<file path="config.mk">
export PLATFORM = sky130hd
export DESIGN_NAME = discrete_i2s_tx_flat
export DESIGN_NICKNAME = d
export VERILOG_FILES = /design/src/rtl/discrete_i2s_tx_if.sv /design/src/rtl/discrete_i2s_tx.sv /design/src/flat_wrapper.sv
export SDC_FILE = /design/constraint.sdc
export NUM_CORES = 1
export LEC_CHECK = 0
export ABC_AREA = 0
export BUFFER_PORTS_ARGS = -buffer_cell sky130_fd_sc_hd__buf_2
export CAP_MARGIN = 20
export CORE_ASPECT_RATIO = 0.6
export CORE_UTILIZATION = 50
export CTS_CLUSTER_DIAMETER = 30
export CTS_CLUSTER_SIZE = 40
export DETAILED_ROUTE_END_ITERATION = 6
export PLACE_DENSITY = 0.67
export RECOVER_POWER = 25
export REMOVE_ABC_BUFFERS = 1
export SYNTH_ARGS = -nofsm -noshare
export SYNTH_HDL_FRONTEND = slang
export SYNTH_SLANG_ARGS = --single-unit
export TNS_END_PERCENT = 5
</file>
<file path="constraint.sdc">
create_clock -name clk -period 3.3 [get_ports clk]
set_input_delay 0.165 -clock clk [delete_from_list [all_inputs] [get_ports clk]]
set_output_delay 0.165 -clock clk [all_outputs]
set_load 0.1 [all_outputs]
</file>
<file path="src/rtl/discrete_i2s_tx_if.sv">
// Sample-in / serial-audio-out signal bundle for discrete_i2s_tx.
// The master is the sample producer plus the pin monitor; the slave is the transmitter.
interface discrete_i2s_tx_if #(
  parameter int FIFO_DEPTH = 4
) ();
  localparam int LVL_W = $clog2(FIFO_DEPTH) + 1;

  logic               audio_clk_en;
  logic signed [15:0] sample_in;
  logic               bclk;
  logic               lrclk;
  logic               sdata;
  logic [LVL_W-1:0]   fill_level;
  logic               overflow;
  logic               underflow;

  modport master (
    output audio_clk_en, sample_in,
    input  bclk, lrclk, sdata, fill_level, overflow, underflow
  );

  modport slave (
    input  audio_clk_en, sample_in,
    output bclk, lrclk, sdata, fill_level, overflow, underflow
  );
endinterface

</file>
<file path="src/rtl/discrete_i2s_tx.sv">
// Buffers mono 16-bit samples in a small FIFO and sends each one MSB first,
// left-justified, on both channels of a 32-bit-per-frame serial audio stream.
module discrete_i2s_tx #(
  parameter int BCLK_DIV   = 2,
  parameter int FIFO_DEPTH = 4
) (
  input logic               clk,
  input logic               reset,
  discrete_i2s_tx_if.slave  snd_if
);
  localparam int PTR_W = $clog2(FIFO_DEPTH);
  localparam int LVL_W = PTR_W + 1;
  localparam int DIV_W = (BCLK_DIV > 1) ? $clog2(BCLK_DIV) : 1;

  logic [15:0]      mem [FIFO_DEPTH];

  logic [DIV_W-1:0] div_q, div_d;
  logic             bclk_q, bclk_d;
  logic [4:0]       bit_cnt_q, bit_cnt_d;
  logic             lrclk_q, lrclk_d;
  logic             sdata_q, sdata_d;
  logic [15:0]      shreg_q, shreg_d;
  logic [15:0]      last_q, last_d;
  logic [PTR_W-1:0] wr_ptr_q, wr_ptr_d;
  logic [PTR_W-1:0] rd_ptr_q, rd_ptr_d;
  logic [LVL_W-1:0] count_q, count_d;
  logic             pop_q, pop_d;
  logic             uflow_pend_q, uflow_pend_d;
  logic             overflow_q, overflow_d;
  logic             underflow_q, underflow_d;

  logic tc, fall_evt, frame_evt, empty, full;
  logic pop_decide, early_pop, popping, wr_en;

  // The frame-start pop is decided and its data loaded at the falling event,
  // but the FIFO bookkeeping retires one cycle later (pop_q). Only when a write
  // hits a full FIFO on the decision cycle is the pop retired immediately to
  // make room.
  always_comb begin
    tc         = (div_q == DIV_W'(BCLK_DIV - 1));
    fall_evt   = tc && bclk_q;
    frame_evt  = fall_evt && (bit_cnt_q == 5'd31);
    empty      = (count_q == '0);
    full       = (count_q == LVL_W'(FIFO_DEPTH));
    pop_decide = frame_evt && !empty;
    early_pop  = pop_decide && snd_if.audio_clk_en && full;
    popping    = pop_q || early_pop;
    wr_en      = snd_if.audio_clk_en && (!full || popping);

    div_d        = tc ? '0 : div_q + DIV_W'(1);
    bclk_d       = tc ? ~bclk_q : bclk_q;
    bit_cnt_d    = bit_cnt_q;
    lrclk_d      = lrclk_q;
    sdata_d      = sdata_q;
    shreg_d      = shreg_q;
    last_d       = last_q;
    pop_d        = pop_decide && !early_pop;
    uflow_pend_d = frame_evt && empty;
    underflow_d  = uflow_pend_q;
    overflow_d   = snd_if.audio_clk_en && full && !popping;
    wr_ptr_d     = wr_en ? wr_ptr_q + PTR_W'(1) : wr_ptr_q;
    rd_ptr_d     = popping ? rd_ptr_q + PTR_W'(1) : rd_ptr_q;
    count_d      = count_q + LVL_W'(wr_en) - LVL_W'(popping);

    if (fall_evt) begin
      bit_cnt_d = bit_cnt_q + 5'd1;
      lrclk_d   = bit_cnt_d[4];
      if (frame_evt) begin
        if (!empty) last_d = mem[rd_ptr_q];
        shreg_d = last_d;
      end else if (bit_cnt_q == 5'd15) begin
        shreg_d = last_q;
      end else begin
        shreg_d = {shreg_q[14:0], 1'b0};
      end
      sdata_d = shreg_d[15];
    end
  end

  always_ff @(posedge clk) begin
    if (reset) begin
      div_q        <= '0;
      bclk_q       <= 1'b0;
      bit_cnt_q    <= 5'd31;
      lrclk_q      <= 1'b0;
      sdata_q      <= 1'b0;
      shreg_q      <= '0;
      last_q       <= '0;
      wr_ptr_q     <= '0;
      rd_ptr_q     <= '0;
      count_q      <= '0;
      pop_q        <= 1'b0;
      uflow_pend_q <= 1'b0;
      overflow_q   <= 1'b0;
      underflow_q  <= 1'b0;
    end else begin
      div_q        <= div_d;
      bclk_q       <= bclk_d;
      bit_cnt_q    <= bit_cnt_d;
      lrclk_q      <= lrclk_d;
      sdata_q      <= sdata_d;
      shreg_q      <= shreg_d;
      last_q       <= last_d;
      wr_ptr_q     <= wr_ptr_d;
      rd_ptr_q     <= rd_ptr_d;
      count_q      <= count_d;
      pop_q        <= pop_d;
      uflow_pend_q <= uflow_pend_d;
      overflow_q   <= overflow_d;
      underflow_q  <= underflow_d;
    end
  end

  // Storage needs no reset; the pointers alone define what is valid.
  always_ff @(posedge clk) begin
    if (!reset && wr_en) mem[wr_ptr_q] <= snd_if.sample_in;
  end

  assign snd_if.bclk       = bclk_q;
  assign snd_if.lrclk      = lrclk_q;
  assign snd_if.sdata      = sdata_q;
  assign snd_if.fill_level = count_q;
  assign snd_if.overflow   = overflow_q;
  assign snd_if.underflow  = underflow_q;
endmodule

</file>
<file path="src/flat_wrapper.sv">
// flat-port wrapper written by rule: the top's interface ports become plain ports
module discrete_i2s_tx_flat 
#(
  parameter int BCLK_DIV   = 2,
  parameter int FIFO_DEPTH = 4
)
  (clk, reset, snd_if_audio_clk_en, snd_if_sample_in, snd_if_bclk, snd_if_lrclk, snd_if_sdata, snd_if_fill_level, snd_if_overflow, snd_if_underflow);
  discrete_i2s_tx_if #(.FIFO_DEPTH(FIFO_DEPTH)) snd_if_i ();
  input logic clk;
  input logic reset;
  input wire logic [$bits(snd_if_i.audio_clk_en)-1:0] snd_if_audio_clk_en;
  input wire logic [$bits(snd_if_i.sample_in)-1:0] snd_if_sample_in;
  output wire logic [$bits(snd_if_i.bclk)-1:0] snd_if_bclk;
  output wire logic [$bits(snd_if_i.lrclk)-1:0] snd_if_lrclk;
  output wire logic [$bits(snd_if_i.sdata)-1:0] snd_if_sdata;
  output wire logic [$bits(snd_if_i.fill_level)-1:0] snd_if_fill_level;
  output wire logic [$bits(snd_if_i.overflow)-1:0] snd_if_overflow;
  output wire logic [$bits(snd_if_i.underflow)-1:0] snd_if_underflow;
  assign snd_if_i.audio_clk_en = snd_if_audio_clk_en;
  assign snd_if_i.sample_in = snd_if_sample_in;
  assign snd_if_bclk = snd_if_i.bclk;
  assign snd_if_lrclk = snd_if_i.lrclk;
  assign snd_if_sdata = snd_if_i.sdata;
  assign snd_if_fill_level = snd_if_i.fill_level;
  assign snd_if_overflow = snd_if_i.overflow;
  assign snd_if_underflow = snd_if_i.underflow;
  discrete_i2s_tx #(.BCLK_DIV(BCLK_DIV), .FIFO_DEPTH(FIFO_DEPTH)) u_core (.clk(clk), .reset(reset), .snd_if(snd_if_i));
endmodule
</file>
# Yosys cells after proc, flatten, opt, wreduce, memory -nomap -nowiden
# Memory sizes are Yosys's and may differ from the RTL's. A register that Yosys moved wholly into a read port is not among the register bits.
# Index checks and enable logic that the tools add are counted.
# W data, S select, Z words.
# op_classes
eq_ne	3
n_bitwise	1
add_sub_neg	6
n_reduce_logical	21
n_mux	7
# ops
cell	n
$mux W16	3
$logic_and A1 B1 Y1	11
$add A5 B1 Y5 const B	1
$eq A5 B4 Y1 const B	1
$eq A5 B5 Y1 const B	1
$logic_not A1 Y1	5
$add A2 B1 Y2 const B	2
$mux W2	2
$add A3 B1 Y3	1
$eq A3 B3 Y1 const B	1
$logic_not A3 Y1	1
$sub A3 B1 Y3	1
$logic_or A1 B1 Y1	2
$mux W1	2
$reduce_and A2 Y1	1
$reduce_or A2 Y1	1
$add A1 B1 Y1 const B	1
$not A1 Y1	1
# word_totals
mem_bits_rw	64
register_bits	51
mem_count	1
out_inout_bits	8
# mem_list
name	depth	width	read_ports	rd_clocked_by_memory_dff	wr	line_no	rtl
u_core.mem	4	16	1	1	1	discrete_i2s_tx.sv:15	logic [15:0] mem [FIFO_DEPTH];

# Depth between registers and ports, before layout
# Gate-level depths: netlist of the first run.
# logic_depth
depth_word	11
depth_mapped	14

# Worst setup path after synthesis of the first run
# No wires, ideal clock.
# synth_timing
path_type	reg2reg
startpoint	register u_core.count_q[1], in the netlist u_core.snd_if.fill_level[1]
endpoint	register u_core.count_q[2], in the netlist u_core.snd_if.fill_level[2]
setup_slack_ns	0.394
stages_incl_launch_ff	10
arrival_time_ns	2.778
path_buffers	0
setup_ns	0.128
path_cell_list	dfxtp_1 -> nor4bb_1 -> a31o_2 -> ha_1 -> inv_1 -> ha_1 -> fa_1 -> xnor2_1 -> xnor2_1 -> nor2_1
# synth_between
elab_chain_cells	10
# synth_rtl
element	line_no	rtl
start, declared	discrete_i2s_tx.sv:26	logic [LVL_W-1:0] count_q, count_d;
start signal, assigned	discrete_i2s_tx.sv:106	count_q <= count_d;
$logic_not A3 Y1	discrete_i2s_tx.sv:43	empty = (count_q == '0);
$logic_not A1 Y1	discrete_i2s_tx.sv:45	pop_decide = frame_evt && !empty;
$logic_and A1 B1 Y1	discrete_i2s_tx.sv:45	
$logic_and A1 B1 Y1 (2 in a row)	discrete_i2s_tx.sv:46	early_pop = pop_decide && snd_if.audio_clk_en && full;
$logic_or A1 B1 Y1	discrete_i2s_tx.sv:47	popping = pop_q || early_pop;
$logic_or A1 B1 Y1	discrete_i2s_tx.sv:48	wr_en = snd_if.audio_clk_en && (!full || popping);
$logic_and A1 B1 Y1	discrete_i2s_tx.sv:48	
$add A3 B1 Y3	discrete_i2s_tx.sv:63	count_d = count_q + LVL_W'(wr_en) - LVL_W'(popping);
$sub A3 B1 Y3 *	discrete_i2s_tx.sv:63	
# Every way passes the cells marked *; elsewhere a longest branch is shown, timed or not.
# A chain may end at the register's enable or synchronous reset.

# Worst setup path after layout of the first run
# layout_timing
startpoint	register u_core.bit_cnt_q[0]
endpoint	register u_core.count_q[2], in the netlist u_core.snd_if.fill_level[2]
# layout_between
elab_chain_cells	10
# layout_rtl
element	line_no	rtl
start, declared	discrete_i2s_tx.sv:19	logic [4:0] bit_cnt_q, bit_cnt_d;
start signal, assigned	discrete_i2s_tx.sv:99	bit_cnt_q <= bit_cnt_d;
$eq A5 B5 Y1 *	discrete_i2s_tx.sv:42	frame_evt = fall_evt && (bit_cnt_q == 5'd31);
$logic_and A1 B1 Y1 *	discrete_i2s_tx.sv:42	
$logic_and A1 B1 Y1 *	discrete_i2s_tx.sv:45	
$logic_and A1 B1 Y1 * (2 in a row)	discrete_i2s_tx.sv:46	
$logic_or A1 B1 Y1 *	discrete_i2s_tx.sv:47	
$logic_or A1 B1 Y1	discrete_i2s_tx.sv:48	
$logic_and A1 B1 Y1	discrete_i2s_tx.sv:48	
$add A3 B1 Y3	discrete_i2s_tx.sv:63	
$sub A3 B1 Y3 *	discrete_i2s_tx.sv:63	
# Marked as above.

==> out/results.tsv, run 1 <==
metric	value	unit
globalRouteOverflowTotal	0	
die_h	77.7	µm
drv_cap	0	
switching_power	1150	µW
switching_share	0.276	
worst_pin_slew	0.899	ns
internal_power	3030	µW
fillers	700	
rsz0062_at_grt	no	
final_hold_viol_count	0	
vias	3170	
syn_inst	366	
path_max_fanout	3	
gp_congestion	0.750	
pin_count	27	
grt_max_degree	50	
cts_tree	built	
route.detailed.drc	0	
finalWorstSetupSlack	0.509	ns
synth_flop_cell	edfxtp_1	
fmax	358	MHz
fin_nets	437	
critPathKind	register to register	
setup_tns	0	ns
min_period_over_period	0.846	
core-area	0.00922	mm²
drt_wl_total	9680	µm
finalClockSkew	0.00865	ns
antenna_found_initial	0	
clock_latency	0.41	ns
grt_pass1_wl	16100	µm
synth_seq_cells	117	
hold_path.class	primary input to register	
clockBufferDepth	2	
placed_cells	503	
drtAntennaViolNets	0	
synth_top_cell_by_area	edfxtp_1	
synth-seq-area-share	0.625	
dpl.hpwl	6000	µm
critPathMaxStageDelay	0.38	ns
synth_warnings	0	
placed_cell_area	0.00501	mm²
synth_area_leaders	edfxtp_1, dfxtp_1, mux4_2	
die_x	128	µm
syn_area	0.00477	mm²
rows	27	
worstSetupStartpointType	register	
clk_pin_slew	0.05	ns
seqPwrFrac	0.408	
slew_headroom	0.401	
cts_max_level	4	
power_density	729	mW/mm²
cts.sinks	117	
cts_made_buffers	17	
power.ir.vdd_worst	616	µV
synthMostInstantiatedCell	edfxtp_1	
yosysUniqueCellTypes	44	
cp_top_family	adder cells	
power_frac_comb	0.163	
final_cells	551	
required	3.56	ns
insertedDiodeCount	0	
finalMaxSlewViolations	0	
min_period	2.79	ns
drtPass1Iterations	5	
syn_to_final_growth	20.2	%
arrival	3.06	ns
synth.avg_cell_area	13.0	µm²
wire_per_inst	17.6	µm
crit_path_end_kind	register	
crit_buf_inv	1	
synthDominantCellAreaShare	0.403	
drtIter0Drc	191	
async_reset_ff_frac	0	
synth_enable_flop_cells	64	
setup_viol	0	
p_leak	0.00197	µW
dieArea	0.00996	mm²
status	finished, final reports clean	
viasPerCell	5.75	
start_util	0.518	
cts_root_buffer	clkbuf_16	
synth_top_cells_by_count	edfxtp_1, dfxtp_1, a21oi_1	
path_cells	ha_1, and3_1, ha_1, and3_1, a31o_2, ha_1, inv_1, ha_1, fa_1, xnor2_1, xnor2_1, nor2_1	
grt_pass1_vias	3146	
ctsResizeCount	0	
critPathSlowestCell	fa_1	
fin_area	0.00574	mm²
grt_usage	0.220	
power.share.clock	0.429	
post-place-ws	0.511	ns
drive_above_1_share	0.178	
io_buffers	26	
crit_path_frequent_cell	ha_1	
[sequential cells by signal (all words and copies together), names as in the netlist, named ones only]
name and count:
u_core.bit_cnt_q 5, u_core.div_q 1, u_core.last_q 16, u_core.mem 64, u_core.pop_q 1, u_core.rd_ptr_q 2, u_core.shreg_q 15, u_core.snd_if.bclk 1
u_core.snd_if.fill_level 3, u_core.snd_if.lrclk 1, u_core.snd_if.overflow 1, u_core.snd_if.sdata 1, u_core.snd_if.underflow 1, u_core.uflow_pend_q 1, u_core.wr_ptr_q 2
[metrics by stage]
stage	total power (µW)	hold WS (ns)	utilization
after floorplan	2170	0.232	-
after global routing	4370	0.206	0.622
final	4190	0.210	0.622
after detailed placement	2400	0.386	0.543
after global placement	2380	0.381	0.543
after CTS	4220	0.194	0.624
[metal layers]
metal | wire length, µm | track usage | vias up
met5 | 0 | 0 | -
met4 | 115 | 0.0812 | 0
met3 | 460 | 0.0669 | 13
met2 | 4430 | 0.324 | 82
met1 | 4670 | 0.308 | 1573
li1 | - | - | 1502
[logic make-up after synthesis]
group / after synthesis / synth area share
buffers and inverters: 40 / 0.0369
xor gates and xnor gates: 5 / 0.00917
muxes: 25 / 0.0972
adders and majority gates: 10 / 0.0278
DFF: 117 / 0.625
AOI/OAI and AO/OA: 84 / 0.113
and+or+nand+nor: 85 / 0.0915
[layout make-up]
cell class	count	area [µm²]	area share
well taps	130	163	0.0283
repair buffers	53	358	0.0624
flip-flops and latches	117	2980	0.520
inverters	10	37.5	0.00654
clock inverters	12	136	0.0238
clock buffers	20	447	0.0778
multi-input cells	209	1620	0.281
[power groups by stage]
| stage | combinational [µW] | clock [µW] | sequential, µW |
|---|---|---|---|
| 2_1_floorplan | 335 | 0 | 1840 |
| 3_5_place_dp | 665 | 0 | 1740 |
| 4_1_cts | 686 | 1820 | 1710 |
| 3_3_place_gp | 653 | 0 | 1730 |
| 5_1_grt | 741 | 1910 | 1720 |
| 6_report | 681 | 1800 | 1710 |
[worst register-to-register path: cells and delay by family (launching register included)]
kind	cells	cell delay [ns]
buffers and inverters	1	0.04
xor gates and xnor gates	2	0.32
adders and majority gates	5	1.26
DFF	1	0.33
AOI/OAI and AO/OA	1	0.24
and+or+nand+nor	3	0.47
[cells in the final DEF, fill, tap and decap left out, types with 4 or more instances in the layout]
| cell type | synthesis | final |
|---|---|---|
| a21oi_1 | 31 | 31 |
| a311oi_1 | 15 | 15 |
| and2_1 | 4 | 4 |
| buf_2 | 11 | 14 |
| buf_4 | 1 | 11 |
| clkbuf_1 | 15 | 14 |
| clkbuf_16 | 0 | 17 |
| clkinv_1 | 0 | 4 |
| dfxtp_1 | 53 | 53 |
| dlygate4sd3_1 | 0 | 16 |
| edfxtp_1 | 64 | 64 |
| ha_1 | 9 | 9 |
| inv_1 | 10 | 10 |
| mux2_2 | 5 | 5 |
| mux4_2 | 16 | 16 |
| nand2_1 | 8 | 8 |
| nand3_1 | 30 | 30 |
| nor2_1 | 24 | 24 |
| o21ai_0 | 20 | 20 |
| o221ai_1 | 10 | 10 |
| xnor2_1 | 4 | 4 |
[timing repair]
action | CTS | global route
hold buffers | 16 | 0
buffers inserted | 0 | 0
endpoints found under the hold margin | 62 | 0
[path summary, 6_finish.rpt]
check / startpoint / endpoint / slack, ns / cells after the start
max: u_core.bit_cnt_q[0] / u_core.snd_if.fill_level[2] / 0.51 / 12
min: snd_if_audio_clk_en / u_core.wr_ptr_q[1] / 0.21 / 3
max reg2reg: u_core.bit_cnt_q[0] / u_core.snd_if.fill_level[2] / 0.51 / 12
min reg2reg: u_core.uflow_pend_q / u_core.snd_if.underflow / 0.44 / 1
Power figures use the tool's default switching activity.
==> run 2: changes to the inputs <==
--- a/config.mk
+++ b/config.mk
@@ -13,7 +13,7 @@
 export CTS_CLUSTER_DIAMETER = 30
 export CTS_CLUSTER_SIZE = 40
 export DETAILED_ROUTE_END_ITERATION = 6
-export PLACE_DENSITY = 0.67
+export PLACE_DENSITY = 0.7
 export RECOVER_POWER = 25
 export REMOVE_ABC_BUFFERS = 1
 export SYNTH_ARGS = -nofsm -noshare
==> constraint.sdc (replaced) <==
create_clock -name clk -period 2.45 [get_ports clk]
set_input_delay 0.1225 -clock clk [delete_from_list [all_inputs] [get_ports clk]]
set_output_delay 0.1225 -clock clk [all_outputs]
set_load 0.1 [all_outputs]
==> run 2 against run 1 <==
  * Critical path depth unchanged
  * Non-clock buffer count increased by 19
  * First-iteration DRC count grew 82%
  * Worst hold slack worse by 0.067 ns
  * Clock skew decreased by 0.0012 ns
  * Global-route usage is 1.1 points higher
  * Die area did not move
  * Sequential power up 32%
  * Routed wire length is 7.3% higher
  * Worst setup slack worse by 0.50 ns
  * Flip-flop and latch count is the same
  * Largest cell class unchanged
==> out/results.tsv, run 2 (synthesis results as in run 1) <==
metric	value	unit	change
cts_tree	built		unchanged
antenna_found_initial	0		unchanged
fmax	409	MHz	was 358 MHz
r2r_cells	12		unchanged
pin_count	27		unchanged
syn_to_final_growth	24.7	%	was 20.2%
cts_max_level	4		unchanged
post-place-ws	-0.278	ns	was 0.511 ns
worstSetupStartpointType	register		unchanged
grt_max_degree	49		was 50
wire_per_inst	18.3	µm	was 17.6 µm
r2r_start	u_core.bit_cnt_q[0]		unchanged
hold_path.class	primary input to register		unchanged
final_hold_viol_count	0		unchanged
hold_end	u_core.bit_cnt_q[4]		was u_core.wr_ptr_q[1]
core-area	0.00922	mm²	unchanged
die_h	77.7	µm	unchanged
drtIter0Drc	347		was 191
finalWorstSetupSlack	0.00786	ns	was 0.509 ns
drt_wl_total	10400	µm	was 9680 µm
top_register	u_core.mem		unchanged
final_cells	569		was 551
dpl.hpwl	6210	µm	was 6000 µm
insertedDiodeCount	0		unchanged
clk_pin_slew	0.05	ns	about the same
viasPerCell	5.75		about the same
route.detailed.drc	0		unchanged
path_max_fanout	3		unchanged
fin_nets	456		was 437
setup_viol	0		unchanged
clockBufferDepth	2		unchanged
globalRouteOverflowTotal	0		unchanged
gp_congestion	0.770		was 0.750
grt_usage	0.231		was 0.220
min_period	2.44	ns	was 2.79 ns
top_regs	u_core.mem: 64 flops, u_core.last_q: 16 flops, u_core.shreg_q: 15 flops		unchanged
timing.rr.end	u_core.snd_if.fill_level[2]		unchanged
finalMaxSlewViolations	0		unchanged
slew_headroom	0.459		was 0.401
final_common_cell	edfxtp_1		unchanged
die_x	128	µm	unchanged
drtPass1Iterations	5		unchanged
drv_cap	0		unchanged
min_period_over_period	0.997		was 0.846
cts.sinks	117		unchanged
dieArea	0.00996	mm²	unchanged
r2r_slack	0.008	ns	was 0.51 ns
power.ir.vdd_worst	563	µV	was 616 µV
clock_latency	0.41	ns	about the same
finalClockSkew	0.00742	ns	was 0.00865 ns
cts_made_buffers	17		unchanged
min_from	reset		was snd_if_audio_clk_en
grt_pass1_vias	3195		was 3146
drtAntennaViolNets	0		unchanged
p_leak	0.00206	µW	was 0.00197 µW
rows	27		unchanged
crit_path_end_kind	register		unchanged
cts_root_buffer	clkbuf_16		unchanged
power_density	935	mW/mm²	was 729 mW/mm²
start_util	0.518		unchanged
worst_pin_slew	0.811	ns	was 0.899 ns
rsz0062_at_grt	yes		was no
arrival	2.72	ns	was 3.06 ns
placed_cells	519		was 503
critPathKind	register to register		unchanged
io_buffers	26		unchanged
status	finished, final reports clean		unchanged
required	2.73	ns	was 3.56 ns
mostFrequentLayoutCells	edfxtp_1, dfxtp_1, a21oi_1		unchanged
grt_pass1_wl	16600	µm	was 16100 µm
min_path_cells	3		unchanged
drive_above_1_share	0.239		was 0.178
vias	3270		was 3170
largest_reg_flops	64		unchanged
setup_tns	0	ns	unchanged
-- run 2: how the worst max path moves through the flow --
stage                                    from                           to  slack, ns  cells past startpoint
after global routing      u_core.bit_cnt_q[0]  u_core.snd_if.fill_level[2]      -0.12                     12
final                     u_core.bit_cnt_q[0]  u_core.snd_if.fill_level[2]      0.008                     12
after global placement    u_core.bit_cnt_q[0]  u_core.snd_if.fill_level[2]      -0.22                     12
after floorplan            u_core.snd_if.bclk  u_core.snd_if.fill_level[2]      -0.75                      9
after CTS                 u_core.bit_cnt_q[0]  u_core.snd_if.fill_level[2]      -0.03                     12
after detailed placement  u_core.bit_cnt_q[0]  u_core.snd_if.fill_level[2]      -0.28                     12
-- run 2: final cells by class --
type / count / area [µm²]
fillers: 698 / 3270
flip-flops and latches: 117 / 2990
multi-input cells: 209 / 1690
repair buffers: 72 / 551
clock buffers: 19 / 433
well taps: 130 / 163
clock inverters: 12 / 90.1
inverters: 10 / 37.5
-- run 2: timing repair --
action	in CTS	in global routing
endpoints found under the hold margin	64	0
pin swaps	7	5
setup buffers	2	1
endpoints found under the setup margin	2	1
gates resized for setup	13	2
hold buffers	16	0
-- run 2: routing by layer --
layer / track usage / part of all wire
met2: 0.350 / 0.46
met1: 0.306 / 0.46
met4: 0.0918 / 0.014
met3: 0.0786 / 0.066
met5: 0 / 0
-- run 2: metrics by stage --
stage               total power, µW  utilization  hold WS (ns)  cell area, µm²
floorplan                      2920            -         0.189            4640
global placement               3290        0.562         0.335            5180
detailed placement             3310        0.562         0.339            5180
CTS                            5570        0.645         0.123            5950
global route                   5770        0.646         0.157            5950
finish                         5560        0.646         0.143            5950
-- run 2: worst max-delay path: stages (launching register included) --
cell     delay (ns)
dfxtp_2        0.33
ha_4           0.16
and3_4         0.15
ha_4           0.16
and3_4         0.15
a31o_4         0.23
ha_4           0.26
inv_2          0.04
ha_4           0.15
fa_2           0.35
xnor2_2        0.15
xnor2_1        0.13
nor2_1         0.05
-- run 2: where the power goes --
group | total [µW] | switching [µW] | internal (µW) | leakage [µW]
Combinational | 1110 | 728 | 378 | 0.000796
Sequential | 2260 | 54.5 | 2200 | 0.00101
Clock | 2200 | 840 | 1360 | 0.000255
Total | 5560 | 1620 | 3940 | 0.00206
==> run 3: changes to the inputs <==
--- a/config.mk
+++ b/config.mk
@@ -6,14 +6,14 @@
 export NUM_CORES = 1
 export LEC_CHECK = 0
 export ABC_AREA = 0
-export BUFFER_PORTS_ARGS = -buffer_cell sky130_fd_sc_hd__buf_2
 export CAP_MARGIN = 20
 export CORE_ASPECT_RATIO = 0.6
 export CORE_UTILIZATION = 50
 export CTS_CLUSTER_DIAMETER = 30
 export CTS_CLUSTER_SIZE = 40
 export DETAILED_ROUTE_END_ITERATION = 6
-export PLACE_DENSITY = 0.7
+export DONT_BUFFER_PORTS = 1
+export PLACE_DENSITY = 0.68
 export RECOVER_POWER = 25
 export REMOVE_ABC_BUFFERS = 1
 export SYNTH_ARGS = -nofsm -noshare
==> run 3 against run 2 <==
  * The run now ends with negative setup slack left
  * Largest power group is now the clock network
  * Fmax is 1.1% lower
  * Highest routed layer unchanged
  * Critical path depth stayed put
  * Via count is 3.6% higher
  * Power is 5.4% higher
  * Critical endpoint unchanged
  * Clock power is 14% higher
==> out/results.tsv, run 3 (synthesis results as in run 1) <==
metric	value	unit	change
fmax	405	MHz	was 409 MHz
path_cells	ha_4, and3_4, ha_4, and3_4, a31o_4, ha_4, inv_2, ha_4, fa_2, xnor2_2, xnor2_1, nor2_1		unchanged
clockBufferDepth	2		unchanged
clk_pin_slew	0.06	ns	was 0.05 ns
r2r_slack	-0.02	ns	was 0.008 ns
power_density	954	mW/mm²	was 935 mW/mm²
crit_path_end	u_core.snd_if.fill_level[2]		unchanged
r2r_start	u_core.bit_cnt_q[1]		was u_core.bit_cnt_q[0]
cts_made_buffers	17		unchanged
crit_buf_inv	1		unchanged
fin_area	0.00615	mm²	was 0.00595 mm²
min_period	2.47	ns	was 2.44 ns
finalMaxSlewViolations	0		unchanged
gp_congestion	0.796		was 0.770
wire_per_inst	19.1	µm	was 18.3 µm
r2r_cells	12		unchanged
viasPerCell	5.99		was 5.75
arrival	2.77	ns	was 2.72 ns
timing.rr.end	u_core.snd_if.fill_level[2]		unchanged
vias	3387		was 3270
clock_latency	0.41	ns	about the same
critPathKind	register to register		unchanged
min_period_over_period	1.01		was 0.997
p_leak	0.00215	µW	was 0.00206 µW
final_common_cell	edfxtp_1		unchanged
worstSetupStartpointType	register		unchanged
required	2.76	ns	was 2.73 ns
insertedDiodeCount	0		unchanged
post-place-ws	-0.268	ns	was -0.278 ns
mostFrequentLayoutCells	edfxtp_1, dfxtp_1, dlygate4sd3_1		was edfxtp_1, dfxtp_1, a21oi_1
setup_viol	1		was 0
critPathMaxStageDelay	0.35	ns	about the same
crit_path_frequent_cell	ha_4		unchanged
route.detailed.drc	0		unchanged
seqCellArea	0.00299	mm²	unchanged
critPathSlowestCell	fa_2		unchanged
status	finished with violations		was finished, final reports clean
finalWorstSetupSlack	-0.0183	ns	was 0.00786 ns
path_max_fanout	3		unchanged
largest_reg_flops	64		unchanged
cts.sinks	117		unchanged
cts_root_buffer	clkbuf_16		unchanged
top_regs	u_core.mem: 64 flops, u_core.last_q: 16 flops, u_core.shreg_q: 15 flops		unchanged
core-area	0.00922	mm²	unchanged
cp.depth	12		unchanged
die_x	128	µm	unchanged
slew_headroom	0.377		was 0.459
fillers	641		was 698
crit_path_end_kind	register		unchanged
rows	27		unchanged
hold_slack	0.0433	ns	was 0.143 ns
drive_above_1_share	0.230		was 0.239
final_hold_viol_count	0		unchanged
die_h	77.7	µm	unchanged
io_buffers	0		was 26
violations	negative setup slack		
finalClockSkew	0.00894	ns	was 0.00742 ns
drt_wl_total	10800	µm	was 10400 µm
rsz0062_at_grt	yes		unchanged
grt_usage	0.244		was 0.231
fin_nets	451		was 456
syn_to_final_growth	28.7	%	was 24.7%
cts_max_level	4		unchanged
multi_input_area	0.00169	mm²	unchanged
pin_count	27		unchanged
cts_setup_buffers	0		was 2
globalRouteOverflowTotal	0		unchanged
grt_pass1_vias	3454		was 3195
dpl.hpwl	6110	µm	was 6210 µm
worst_pin_slew	0.933	ns	was 0.811 ns
grt_pass1_wl	17900	µm	was 16600 µm
cp_top_family	adder cells		unchanged
grt_max_degree	35		was 49
placed_cell_area	0.00510	mm²	was 0.00518 mm²
drtIter0Drc	315		was 347
hold_path.class	primary input to register		unchanged
start_util	0.518		unchanged
cts_tree	built		unchanged
drv_cap	0		unchanged
drtAntennaViolNets	0		unchanged
top_register	u_core.mem		unchanged
antenna_found_initial	0		unchanged
dieArea	0.00996	mm²	unchanged
power.ir.vdd_worst	911	µV	was 563 µV
drtPass1Iterations	5		unchanged
setup_tns	-0.0183	ns	was 0 ns
crit_start	u_core.bit_cnt_q[1]		was u_core.bit_cnt_q[0]
[run 3: stage by stage]
step	cells	total power (µW)	utilization
CTS	565	5860	0.665
detailed placement	499	3260	0.553
global placement	499	3250	0.553
global route	565	6070	0.667
floorplan	336	2920	-
finish	565	5860	0.667
[run 3: worst min-delay path by stage]
stage                              startpoint                     endpoint  depth (start not counted)
after global placement                  reset  u_core.snd_if.fill_level[0]                          1
after detailed placement                reset  u_core.snd_if.fill_level[0]                          1
after floorplan                         reset                 u_core.div_q                          1
after global routing      snd_if_audio_clk_en       u_core.snd_if.overflow                          2
final                     snd_if_audio_clk_en       u_core.snd_if.overflow                          2
after CTS                               reset                     register                          3
[run 3: final cells by class]
cell class | instances | area share
multi-input cells | 209 | 0.276
clock inverters | 15 | 0.0297
flip-flops and latches | 117 | 0.486
inverters | 10 | 0.00611
well taps | 130 | 0.0265
repair buffers | 67 | 0.107
clock buffers | 17 | 0.0692
[run 3: repair_timing]
item | in CTS | in global routing
resized for setup | 15 | 3
hold endpoints to repair | 110 | 0
hold buffers | 34 | 0
endpoints found under the setup margin | 2 | 8
pin swaps | 8 | 5
[run 3: routing by layer]
layer | up-vias | wire (µm) | track usage
met5 | - | 0 | 0
met4 | 0 | 273 | 0.120
met3 | 25 | 841 | 0.0676
met2 | 162 | 4990 | 0.372
met1 | 1678 | 4670 | 0.322
li1 | 1522 | - | -
[run 3: report_power, final]
group          internal [µW]  leakage [µW]  switching [µW]
Clock                   1600      0.000275             906
Sequential              2200       0.00101            75.9
Combinational            374      0.000860             709
